--- src/rtl/hazard_ctrl_pkg.sv ---
// Shared constants for the pipeline sequencing controller: instruction types,
// FSM state encoding and the NOP pattern loaded into flushed stage registers.
package hazard_ctrl_pkg;

  localparam logic [1:0] TypeR   = 2'b00;
  localparam logic [1:0] TypeMem = 2'b01;
  localparam logic [1:0] TypeImm = 2'b10;
  localparam logic [1:0] TypeBr  = 2'b11;

  localparam logic [15:0] NopInstr = 16'h0000;

  // Branches compare rs1, so every instruction type reads rs1.
  localparam logic BrReadsRs1 = 1'b1;

  typedef enum logic [1:0] {
    StRun     = 2'b00,
    StLstall  = 2'b01,
    StFlush   = 2'b10,
    StMemWait = 2'b11
  } state_e;

  function automatic logic rs1_read(input logic [1:0] id_type);
    return (id_type != TypeBr) || BrReadsRs1;
  endfunction

endpackage

--- src/rtl/hazard_ctrl_sat_counter.sv ---
// Saturating up-counter used for the stall and flush performance counters.
module sat_counter #(
  parameter int unsigned CNT_W = 16
) (
  input  logic             clk_i,
  input  logic             rst_ni,
  input  logic             inc_i,
  output logic [CNT_W-1:0] cnt_o
);

  logic [CNT_W-1:0] cnt_q, cnt_d;

  always_comb begin
    cnt_d = cnt_q;
    if (inc_i && (cnt_q != {CNT_W{1'b1}})) begin
      cnt_d = cnt_q + 1'b1;
    end
  end

  always_ff @(posedge clk_i or negedge rst_ni) begin
    if (!rst_ni) begin
      cnt_q <= '0;
    end else begin
      cnt_q <= cnt_d;
    end
  end

  assign cnt_o = cnt_q;

endmodule

--- src/rtl/hazard_ctrl.sv ---
// Pipeline sequencing controller: memory freeze, taken-branch squash and
// load-use bubble insertion, with saturating stall/flush counters.
module hazard_ctrl
  import hazard_ctrl_pkg::*;
#(
  parameter int unsigned REG_AW      = 4,
  parameter int unsigned CNT_W       = 16,
  parameter int unsigned MEM_TIMEOUT = 255
) (
  input  logic              clk_i,
  input  logic              rst_ni,
  input  logic [1:0]        id_type_i,
  input  logic [REG_AW-1:0] id_rs1_i,
  input  logic [REG_AW-1:0] id_rs2_i,
  input  logic              id_rs2_used_i,
  input  logic              ex_mem_read_i,
  input  logic [REG_AW-1:0] ex_rd_i,
  input  logic              ex_br_taken_i,
  input  logic              mem_req_i,
  input  logic              mem_ready_i,
  output logic              pc_write_o,
  output logic              pc_sel_br_o,
  output logic              ifid_write_o,
  output logic              ifid_flush_o,
  output logic              idex_write_o,
  output logic              idex_bubble_o,
  output logic              exmem_write_o,
  output logic [CNT_W-1:0]  stall_cnt_o,
  output logic [CNT_W-1:0]  flush_cnt_o,
  output logic              mem_err_o
);

  localparam int unsigned WaitW = $clog2(MEM_TIMEOUT + 1);
  localparam logic [WaitW-1:0] WaitMax  = WaitW'(MEM_TIMEOUT);
  localparam logic [WaitW-1:0] WaitLast = WaitW'(MEM_TIMEOUT - 1);

  state_e           state_q, state_d;
  logic [WaitW-1:0] wait_q, wait_d;
  logic             mem_err_q, mem_err_d;

  logic mem_wait, lu_hit, br_act, lu_act;

  always_comb begin
    mem_wait = mem_req_i & ~mem_ready_i;
    lu_hit   = ex_mem_read_i && (ex_rd_i != '0) &&
               (((ex_rd_i == id_rs1_i) && rs1_read(id_type_i)) ||
                (id_rs2_used_i && (ex_rd_i == id_rs2_i)));
    br_act   = ex_br_taken_i & ~mem_wait;
    // After a flush ID holds a NOP; after a bubble the load has left EX.
    lu_act   = lu_hit && ~mem_wait && ~ex_br_taken_i &&
               (state_q != StFlush) && (state_q != StLstall);
  end

  always_comb begin
    pc_write_o    = 1'b1;
    pc_sel_br_o   = 1'b0;
    ifid_write_o  = 1'b1;
    ifid_flush_o  = 1'b0;
    idex_write_o  = 1'b1;
    idex_bubble_o = 1'b0;
    exmem_write_o = 1'b1;
    if (!rst_ni) begin
      pc_write_o    = 1'b0;
      ifid_write_o  = 1'b0;
      ifid_flush_o  = 1'b1;
      idex_write_o  = 1'b0;
      idex_bubble_o = 1'b1;
      exmem_write_o = 1'b0;
    end else if (mem_wait) begin
      pc_write_o    = 1'b0;
      ifid_write_o  = 1'b0;
      idex_write_o  = 1'b0;
      exmem_write_o = 1'b0;
    end else if (br_act) begin
      pc_sel_br_o   = 1'b1;
      ifid_flush_o  = 1'b1;
      idex_bubble_o = 1'b1;
    end else if (lu_act) begin
      pc_write_o    = 1'b0;
      ifid_write_o  = 1'b0;
      idex_bubble_o = 1'b1;
    end
  end

  always_comb begin
    state_d   = StRun;
    wait_d    = '0;
    mem_err_d = mem_err_q;
    if (mem_wait) begin
      state_d = StMemWait;
      wait_d  = (wait_q == WaitMax) ? wait_q : wait_q + 1'b1;
      if (wait_q >= WaitLast) begin
        mem_err_d = 1'b1;
      end
    end else if (br_act) begin
      state_d = StFlush;
    end else if (lu_act) begin
      state_d = StLstall;
    end
  end

  always_ff @(posedge clk_i or negedge rst_ni) begin
    if (!rst_ni) begin
      state_q   <= StRun;
      wait_q    <= '0;
      mem_err_q <= 1'b0;
    end else begin
      state_q   <= state_d;
      wait_q    <= wait_d;
      mem_err_q <= mem_err_d;
    end
  end

  assign mem_err_o = mem_err_q;

  sat_counter #(
    .CNT_W(CNT_W)
  ) u_stall_cnt (
    .clk_i (clk_i),
    .rst_ni(rst_ni),
    .inc_i (mem_wait | lu_act),
    .cnt_o (stall_cnt_o)
  );

  sat_counter #(
    .CNT_W(CNT_W)
  ) u_flush_cnt (
    .clk_i (clk_i),
    .rst_ni(rst_ni),
    .inc_i (br_act),
    .cnt_o (flush_cnt_o)
  );

endmodule

--- config.mk ---
export PLATFORM = sky130hd
export DESIGN_NAME = hazard_ctrl
export DESIGN_NICKNAME = d
export VERILOG_FILES = /design/src/rtl/hazard_ctrl_pkg.sv /design/src/rtl/hazard_ctrl_sat_counter.sv /design/src/rtl/hazard_ctrl.sv
export SDC_FILE = /design/constraint.sdc
export NUM_CORES = 1
export LEC_CHECK = 0
export BUFFER_PORTS_ARGS = -buffer_cell sky130_fd_sc_hd__buf_2
export CAP_MARGIN = 15
export CORE_UTILIZATION = 56
export DETAILED_ROUTE_END_ITERATION = 8
export HOLD_SLACK_MARGIN = 0.05
export PLACE_DENSITY = 0.95
export SYNTH_ARGS = -nofsm -noshare
export SYNTH_HDL_FRONTEND = slang
export SYNTH_SLANG_ARGS = --single-unit
--- constraint.sdc ---
create_clock -name clk_i -period 3 [get_ports clk_i]
set_clock_uncertainty 0.05 [all_clocks]
set_input_delay 0.45 -clock clk_i [delete_from_list [all_inputs] [get_ports clk_i]]
set_output_delay 0.45 -clock clk_i [all_outputs]
set_load 0.02 [all_outputs]
==> results of run 1 <==
logic make-up after synthesis:
family	Yosys count	share of synthesized area
flip-flops	43	0.483
multiplexers	2	0.0118
XOR/XNOR	41	0.161
AND/OR/NAND/NOR	96	0.244
AO/OA/AOI/OAI	18	0.0590
adder cells (fa/ha/maj)	4	0.0225
buffers and inverters	7	0.0191
worst paths after layout:
check	from	to	slack, ns	cells past startpoint
max	rst_ni	pc_write_o	0.80	5
min	mem_err_o	mem_err_o	0.43	1
max reg2reg	u_stall_cnt.cnt_o[0]	u_stall_cnt.cnt_o[1]	0.92	6
min reg2reg	mem_err_o	mem_err_o	0.43	1
max in group asynchronous	rst_ni	u_stall_cnt.cnt_o[6]	1.68	3
min in group asynchronous	rst_ni	mem_err_o	0.50	2
placed cells by master (no fill, tap or decap), types with 2 or more instances in the layout:
cell / n
a31oi_1: 6
and2_1: 3
and3_1: 9
buf_2: 58
clkbuf_8: 5
dfrtp_1: 43
ha_1: 4
inv_1: 2
nand2_1: 16
nand3_1: 16
nand4_1: 15
nand4b_1: 2
nor2_1: 12
nor2_2: 2
nor3_1: 6
o21ai_0: 3
xnor2_1: 30
xor2_1: 11
power breakdown:
| part | total (mW) | switching [mW] | leakage, nW | internal [mW] |
|---|---|---|---|---|
| registers | 0.777 | 0.115 | 0.572 | 0.663 |
| logic | 0.415 | 0.248 | 0.644 | 0.167 |
| clock network | 0.334 | 0.179 | 0.0371 | 0.155 |
| total | 1.53 | 0.542 | 1.25 | 0.985 |
through the flow:
stage,worst slack (ns),power (mW)
3_5_place_dp,0.819,1.20
5_1_grt,0.667,1.61
6_report,0.805,1.53
4_1_cts,0.785,1.54
2_1_floorplan,0.862,1.04
3_3_place_gp,0.851,1.18
worst max-delay path: cells and delay by family:
| kind | cells | cell delay (ns) |
|---|---|---|
| simple gates | 2 | 0.33 |
| buf+inv | 3 | 0.92 |
registers in the layout, indices dropped and copies added, names as in the netlist:
| register | count |
|---|---|
| u_flush_cnt.cnt_o | 16 |
| wait_q | 8 |
| mem_err_o | 1 |
| state_q | 2 |
| u_stall_cnt.cnt_o | 16 |
final cells by class:
| cell class | instances | area [um2] |
|---|---|---|
| clock buffer | 6 | 72.6 |
| fill | 310 | 1110 |
| inverter | 2 | 7.51 |
| multi-input combinational | 161 | 1110 |
| sequential | 43 | 1080 |
| tap | 48 | 60.1 |
| timing repair buffer | 60 | 308 |
metal layers:
metal | global-route usage | routed length, um
met5 | 0 | 0
met4 | 0.0815 | 46
met2 | 0.401 | 2320
met3 | 0.0722 | 243
met1 | 0.310 | 1980
==> key figures, run 1 <==
Outcome
  – Outcome: finished, final reports clean

Synthesis
  – Yosys top cell area share: 0.483
  – Syn_nets: 236
  – Async set or reset register ratio after synthesis: 1.00
  – Netlist cell types: 46
  – Top-count cell post-synth: dfrtp_1
  – Mapped cell area: 2230 um2
  – Yosys warning count: 0
  – Post-synthesis average cell area: 10.6 um2
  – Largest area contributor in the netlist: dfrtp_1
  – EDFF count, synth: 0
  – Ys flop type: dfrtp_1
  – Gate Count Post-Synth: 211
  – List of most frequent post-synthesis cells: dfrtp_1 (43), xnor2_1 (30), nand2_1 (16), nand3_1 (16), nand4_1 (15)
  – Synth area leaders: dfrtp_1 (48%), xnor2_1 (12%), xor2_1 (4.3%)
  – Synth Register Bits: 43
  – Sequential area share after synthesis: 0.483

Detailed routing
  – Drt drc: 0
  – Iter 0 DRT Violations: 201
  – Drt pass-1 iters: 4
  – Via/cell ratio: 5.73
  – Avg WL per Cell: 14.4 um
  – Post-DRT Antenna Nets: 0
  – WL final: 4.59 mm
  – Via Count: 1,833

Place
  – Cells after DPL: 313
  – Port buffer count: 58
  – Placer Congestion: 0.837
  – Post-DP HPWL: 3.39 mm
  – Placed Area: 2550 um2

STA
  – TNS Setup: 0 ns
  – Minimum clock period: 2.20 ns
  – Period utilisation layout: 0.732
  – Relative slew margins: 0.609
  – Worst slew pin tran: 0.585 ns
  – Final hold violation count: 0
  – Setup violations, final: 0
  – RSZ-0062 raised after global routing: no
  – Max Freq: 456 MHz
  – Slew Limit Fails: 0
  – Hold WS: 0.429 ns

Clock tree
  – Clock Sinks: 43
  – Clk buf depth: 2
  – Hold_buf cts: 1
  – CTS tree: done
  – H-tree levels: 2
  – Post-CTS sizing: 0
  – Clock Latency Late Sink: 0.29 ns
  – Root buf cell: clkbuf_8
  – Setup bufs post-CTS: 0
  – CTS Buf Count: 5
  – Clk slew on worst S/H paths: 0.07 ns

Cells and area
  – Final non-filler cell area: 2630 um2
  – Layout area overhead: 18.2%
  – Antenna diodes: 0
  – Fin util: 0.704
  – Share of cells above drive strength 1: 0.276
  – Non-Filler Instances: 320
  – Nets: 298

Global routing
  – Total track usage: 0.245
  – First-pass GRT wire length: 7.87 mm
  – Initial antenna violation count: 0
  – Grt ovf: 0
  – Largest net degree at the start of global routing: 39
  – Number of global-route vias before repair: 1,757

Worst setup path
  – Worst path arrival time: 1.70 ns
  – Crit path required time: 2.50 ns
  – CP endpoint kind: primary output
  – Setup Crit Path Kind: in -> out
  – Slowest cell on crit path: dlygate4sd3_1
  – Worst-path fanout max: 10
  – Ordered list of cells on the worst path: dlygate4sd3_1, buf_2, and2_1, and2_1, buf_2
  – CP Launch Type: input port
  – Max incr delay on CP: 0.52 ns

Job
  – Max-capacitance violation count: 0

Min path
  – HP Class: reg -> reg

Die
  – Core area: 3740 um2
  – Die Ht: 65.1 um
  – Num ports: 61
  – Row count: 22
  – Initial Utilization: 0.595
  – Die Footprint: 4240 um2
  – Die width: 65.1 um

Power
  – Pwr/cell area: 579 nW/um2
  – VDD IR max: 0.000590 V
  – P_leak: 1.25 nW
No activity file was read; power rests on OpenSTA's default activity.
==> run 2, diff against run 1 <==
- ABC_AREA: not set -> 1
- CORE_UTILIZATION: 56 -> 49
- PLACE_DENSITY: 0.95 -> 0.88
- clock period: 3 -> 1.95 ns (I/O delays scaled with it)
==> run 2 against run 1 <==
  * Worst hold slack got worse by 0.36 ns
  * Largest cell class unchanged
  * Clock power grew 66%
  * Combinational power up 60%
  * Synthesized cell count rose by 64%
  * Sequential share of layout area down 6.0 points
  * Critical path depth grew 2
  * Highest routed layer unchanged
==> key figures, run 2 <==
Synthesis
  – Syn_nets: 372
  – Synth area leaders: dfrtp_1 (41%), nand2_1 (14%), xor2_1 (7.0%)
  – Post-synthesis average cell area: 7.54 um2
  – Synth Register Bits: 43
  – Gate Count Post-Synth: 347
  – EDFF count, synth: 0
  – Post-Synth XOR/XNOR Area: 0.100
  – Ys flop type: dfrtp_1
  – Yosys top cell area share: 0.411
  – Synth Area in Compound Gates: 0.0511
  – Largest family of logic cells by synthesized area: simple AND/OR/NAND/NOR gates
  – List of most frequent post-synthesis cells: nand2_1 (99), dfrtp_1 (43), inv_1 (41)
  – Top-count cell post-synth: nand2_1
  – Largest area contributor in the netlist: dfrtp_1
  – Post-synthesis mux area share: 0
  – Mapped cell area: 2620 um2
  – Async set or reset register ratio after synthesis: 1.00
  – Adder-cell share of the synthesized area: 0.0191
  – Netlist cell types: 30
  – Sequential area share after synthesis: 0.411
  – Yosys warning count: 0
  – Post-synthesis simple-gate area fraction: 0.330

Worst setup path
  – Crit path required time: 1.61 ns
  – Setup Crit Path Kind: reg -> out
  – Reg2Reg Capture Point: u_stall_cnt.cnt_o[15]
  – Worst-path fanout max: 4
  – Slowest cell on crit path: dfrtp_1
  – Max incr delay on CP: 0.38 ns
  – Worst path arrival time: 1.47 ns
  – CP endpoint kind: primary output
  – Worst reg2reg path depth: 7
  – R2r startpoint: u_stall_cnt.cnt_o[0]
  – Ordered list of cells on the worst path: a21boi_0, o21ai_0, nor2_1, nand2_2, nand2_4, nor2_2, buf_2
  – CP Launch Type: register
  – Setup slack on the worst flop-to-flop path: 0.19 ns

Die
  – Initial Utilization: 0.509
  – Die Ht: 75.1 um
  – Num ports: 61
  – Die Footprint: 5640 um2
  – Core area: 5140 um2
  – Die width: 75.1 um
  – Row count: 26

Power
  – Clock share of power: 0.233
  – Pwr/cell area: 772 nW/um2
  – Reg power frac: 0.489
  – P_leak: 1.63 nW
  – Power Internal: 1.49 mW
  – VDD IR max: 0.000561 V
  – Comb pwr share: 0.279
  – Sw frac: 0.376
  – Switching Power: 0.895 mW

Cells and area
  – Share of cells above drive strength 1: 0.208
  – Most frequent cells in the layout: nand2_1 (99), buf_2 (58), dfrtp_1 (43)
  – Nets: 437
  – Commonest non-fill, non-tap cell in the layout: nand2_1
  – Non-Filler Instances: 483
  – Layout area overhead: 17.9%
  – Antenna diodes: 0

Global routing
  – Total track usage: 0.218
  – Number of global-route vias before repair: 2,206
  – Initial antenna violation count: 0
  – Largest net degree at the start of global routing: 44
  – First-pass GRT wire length: 9.41 mm
  – Grt ovf: 0

Clock tree
  – CTS Buf Count: 5
  – Root buf cell: clkbuf_8
  – H-tree levels: 2
  – Clk slew on worst S/H paths: 0.08 ns
  – Clock Sinks: 43
  – Clock Latency Late Sink: 0.30 ns
  – Hold_buf cts: 0
  – CTS tree: done
  – Clk buf depth: 2

STA
  – Slew Limit Fails: 0
  – TNS Setup: 0 ns
  – Period utilisation layout: 0.932
  – Final hold violation count: 0
  – Relative slew margins: 0.651
  – RSZ-0062 raised after global routing: no
  – Max Freq: 550 MHz
  – Minimum clock period: 1.82 ns
  – Worst slew pin tran: 0.524 ns
  – Hold WS: 0.0702 ns
  – Setup violations, final: 0

Place
  – Cells after DPL: 470
  – Port buffer count: 58
  – Post-DP HPWL: 4.20 mm
  – Placer Congestion: 0.872

Detailed routing
  – WL final: 5.76 mm
  – Post-DRT Antenna Nets: 0
  – Drt pass-1 iters: 4
  – Via Count: 2,424
  – Drt drc: 0
  – Via/cell ratio: 5.02
  – Iter 0 DRT Violations: 145
  – Avg WL per Cell: 11.9 um

Min path
  – HP Class: in -> async

Outcome
  – Outcome: finished, final reports clean

Job
  – Max-capacitance violation count: 0
[run 2: repair_timing]
action                     in CTS  in global routing
gates resized for setup         0                  1
setup endpoints to repair       0                 16
setup buffers                   0                  5
[run 2: power by group through the flow]
stage / Sequential, mW / Clock, mW / Combinational [mW]
2_1_floorplan: 1.29 / 0 / 0.316
5_1_grt: 1.18 / 0.608 / 0.748
4_1_cts: 1.16 / 0.580 / 0.667
6_report: 1.16 / 0.554 / 0.664
3_3_place_gp: 1.17 / 0 / 0.639
3_5_place_dp: 1.18 / 0 / 0.664
[run 2: area by class of cell]
cell class	count	area, um2
inverters	43	164
clock buffers	6	72.6
flip-flops and latches	43	1080
clock inverters	2	12.5
multi-input cells	253	1320
repair buffers	66	350
well taps	70	87.6
fillers	465	2050
[run 2: per-stage QoR]
step | area, um2 | power (mW) | utilization | worst slack [ns]
floorplan | 2620 | 1.60 | - | 0.0943
global placement | 2950 | 1.81 | 0.575 | 0.187
detailed placement | 2950 | 1.84 | 0.575 | 0.111
CTS | 3040 | 2.41 | 0.591 | 0.0799
global route | 3090 | 2.54 | 0.600 | 0.0557
finish | 3090 | 2.38 | 0.600 | 0.133
[run 2: worst max-delay path by stage]
stage	from	to	slack (ns)	cells after the start
after floorplan	mem_req_i	pc_write_o	0.09	10
after global placement	u_stall_cnt.cnt_o[0]	u_stall_cnt.cnt_o[7]	0.19	7
after detailed placement	u_stall_cnt.cnt_o[0]	u_stall_cnt.cnt_o[5]	0.11	7
after CTS	u_stall_cnt.cnt_o[0]	u_stall_cnt.cnt_o[5]	0.08	7
after global routing	state_q[0]	ifid_write_o	0.06	7
final	state_q[0]	ifid_write_o	0.13	7
[run 2: cell families (layout without fill, tap and decap cells)]
kind of cell | Yosys count | after routing
fa+ha+maj | 4 | 4
simple gates | 196 | 196
flops | 43 | 43
compound gates | 23 | 23
buf+inv | 51 | 117
xor+xnor | 30 | 30
[run 2: metal layers]
layer / vias to the layer above / share of wire / GRT usage
li1: 1220 / - / -
met1: 1122 / 0.45 / 0.262
met2: 74 / 0.49 / 0.377
met3: 8 / 0.051 / 0.0589
met4: 0 / 0.012 / 0.0713
met5: - / 0 / 0
[run 2: worst max-delay path, delay by kind of cell, from the launching register on]
family | cells | cell delay [ns]
AND/OR/NAND/NOR | 4 | 0.38
buffers and inverters | 1 | 0.15
AO/OA/AOI/OAI | 2 | 0.26
flip-flops | 1 | 0.38
==> run 3, diff against run 2 <==
- CORE_UTILIZATION: 49 -> 58
- PLACE_DENSITY: 0.88 -> 0.95
- clock period: 1.95 -> 2.3 ns (I/O delays scaled with it)
==> run 3 against run 2 <==
  * Die area is 15% lower
  * Final cell count decreased by 5.2%
  * Utilization increased by 9.1 points
  * Clock-buffer cell count grew 1
  * First-iteration DRC count increased by 26%
  * Power fell by 13%
  * Non-clock buffer count down 7
  * Critical path type unchanged
  * Highest routed layer unchanged
  * Register-to-register slack gained 0.17 ns
==> key figures, run 3 (synthesized netlist as in run 2, its figures left out) <==
Cells and area
  – Share of cells above drive strength 1: 0.192
  – Nets: 430
  – Fin util: 0.691
  – Layout area overhead: 15.0%
  – Most frequent cells in the layout: nand2_1 (99), buf_2 (58), dfrtp_1 (43)
  – Antenna diodes: 0
  – Commonest non-fill, non-tap cell in the layout: nand2_1

STA
  – TNS Setup: 0 ns
  – Period utilisation layout: 0.895
  – Max Freq: 486 MHz
  – RSZ-0062 raised after global routing: no
  – Setup violations, final: 0
  – Worst slew pin tran: 0.519 ns
  – Relative slew margins: 0.654
  – Minimum clock period: 2.06 ns
  – Final hold violation count: 0
  – Slew Limit Fails: 0

Die
  – Num ports: 61
  – Die width: 69.2 um
  – Row count: 24
  – Die Footprint: 4790 um2
  – Die Ht: 69.2 um
  – Core area: 4350 um2
  – Initial Utilization: 0.601

Global routing
  – First-pass GRT wire length: 9.99 mm
  – Total track usage: 0.259
  – Initial antenna violation count: 0
  – Number of global-route vias before repair: 2,341
  – Largest net degree at the start of global routing: 44
  – Grt ovf: 0

Min path
  – HP Class: in -> async

Detailed routing
  – WL final: 5.79 mm
  – Drt pass-1 iters: 4
  – Post-DRT Antenna Nets: 0
  – Drt drc: 0
  – Iter 0 DRT Violations: 182
  – Via Count: 2,474
  – Via/cell ratio: 5.40
  – Avg WL per Cell: 12.6 um

Clock tree
  – CTS Buf Count: 5
  – Clock Sinks: 43
  – Clock Latency Late Sink: 0.30 ns
  – Clk buf depth: 2
  – Root buf cell: clkbuf_8
  – CTS tree: done
  – Post-CTS sizing: 0
  – Clk slew on worst S/H paths: 0.08 ns
  – H-tree levels: 2
  – Setup bufs post-CTS: 0
  – Hold_buf cts: 0

Power
  – VDD IR max: 0.000464 V
  – P_leak: 1.61 nW
  – Tot Pwr: 2.06 mW
  – Pwr/cell area: 685 nW/um2

Worst setup path
  – Worst-path fanout max: 19
  – Crit path required time: 1.90 ns
  – CP Launch Type: register
  – CP endpoint kind: primary output
  – Worst path arrival time: 1.66 ns
  – Setup Crit Path Kind: reg -> out
  – Setup slack on the worst flop-to-flop path: 0.36 ns

Place
  – Placer Congestion: 0.854
  – Post-DP HPWL: 4.24 mm
  – Port buffer count: 58

Outcome
  – Outcome: finished, final reports clean

Job
  – Max-capacitance violation count: 0
[run 3: cell type report]
class                   instances  area [um2]
multi-input cells             253        1310
clock buffers                   7        86.3
fillers                       361        1350
clock inverters                 1        8.76
well taps                      52        65.1
inverters                      43         164
flip-flops and latches         43        1080
repair buffers                 59         298
[run 3: per-layer routing]
layer / wire length, um / GRT usage / up-vias
met4: 155 / 0.107 / 0
met5: 0 / 0 / -
li1: - / - / 1214
met3: 329 / 0.0698 / 17
met1: 2470 / 0.312 / 1155
met2: 2830 / 0.438 / 88
[run 3: where the power goes]
part	internal, mW	total [mW]	leakage [nW]	switching, mW
Sequential	0.853	0.991	0.573	0.138
Clock	0.246	0.505	0.0484	0.259
Combinational	0.193	0.566	0.984	0.373
[run 3: path summary, 6_finish.rpt]
kind	startpoint	end	cells past startpoint
worst max-delay path	state_q[0]	pc_write_o	7
worst min-delay path	rst_ni	u_flush_cnt.cnt_o[2]	2
worst max register to register	u_stall_cnt.cnt_o[0]	u_stall_cnt.cnt_o[13]	7
worst min register to register	mem_err_o	mem_err_o	1
max in group asynchronous	rst_ni	u_stall_cnt.cnt_o[15]	2
min in group clk_i	ex_br_taken_i	state_q[1]	3
[run 3: metrics by stage]
| step | worst slack (ns) | hold WS (ns) | instance area, um2 | instances |
|---|---|---|---|---|
| 5_1_grt | 0.116 | 0.173 | 3010 | 458 |
| 2_1_floorplan | 0.214 | -0.000591 | 2620 | 347 |
| 3_3_place_gp | 0.368 | 0.406 | 2910 | 450 |
| 6_report | 0.242 | 0.109 | 3010 | 458 |
| 3_5_place_dp | 0.315 | 0.402 | 2910 | 450 |
| 4_1_cts | 0.247 | 0.143 | 3010 | 458 |
[run 3: critical path, cell delays in order (launching register included)]
cell      delay, ns
dfrtp_1        0.38
a21boi_0       0.18
o21ai_0        0.11
nor2_1         0.14
nand2_2        0.10
nand2_4        0.20
nor2_1         0.08
buf_2          0.17
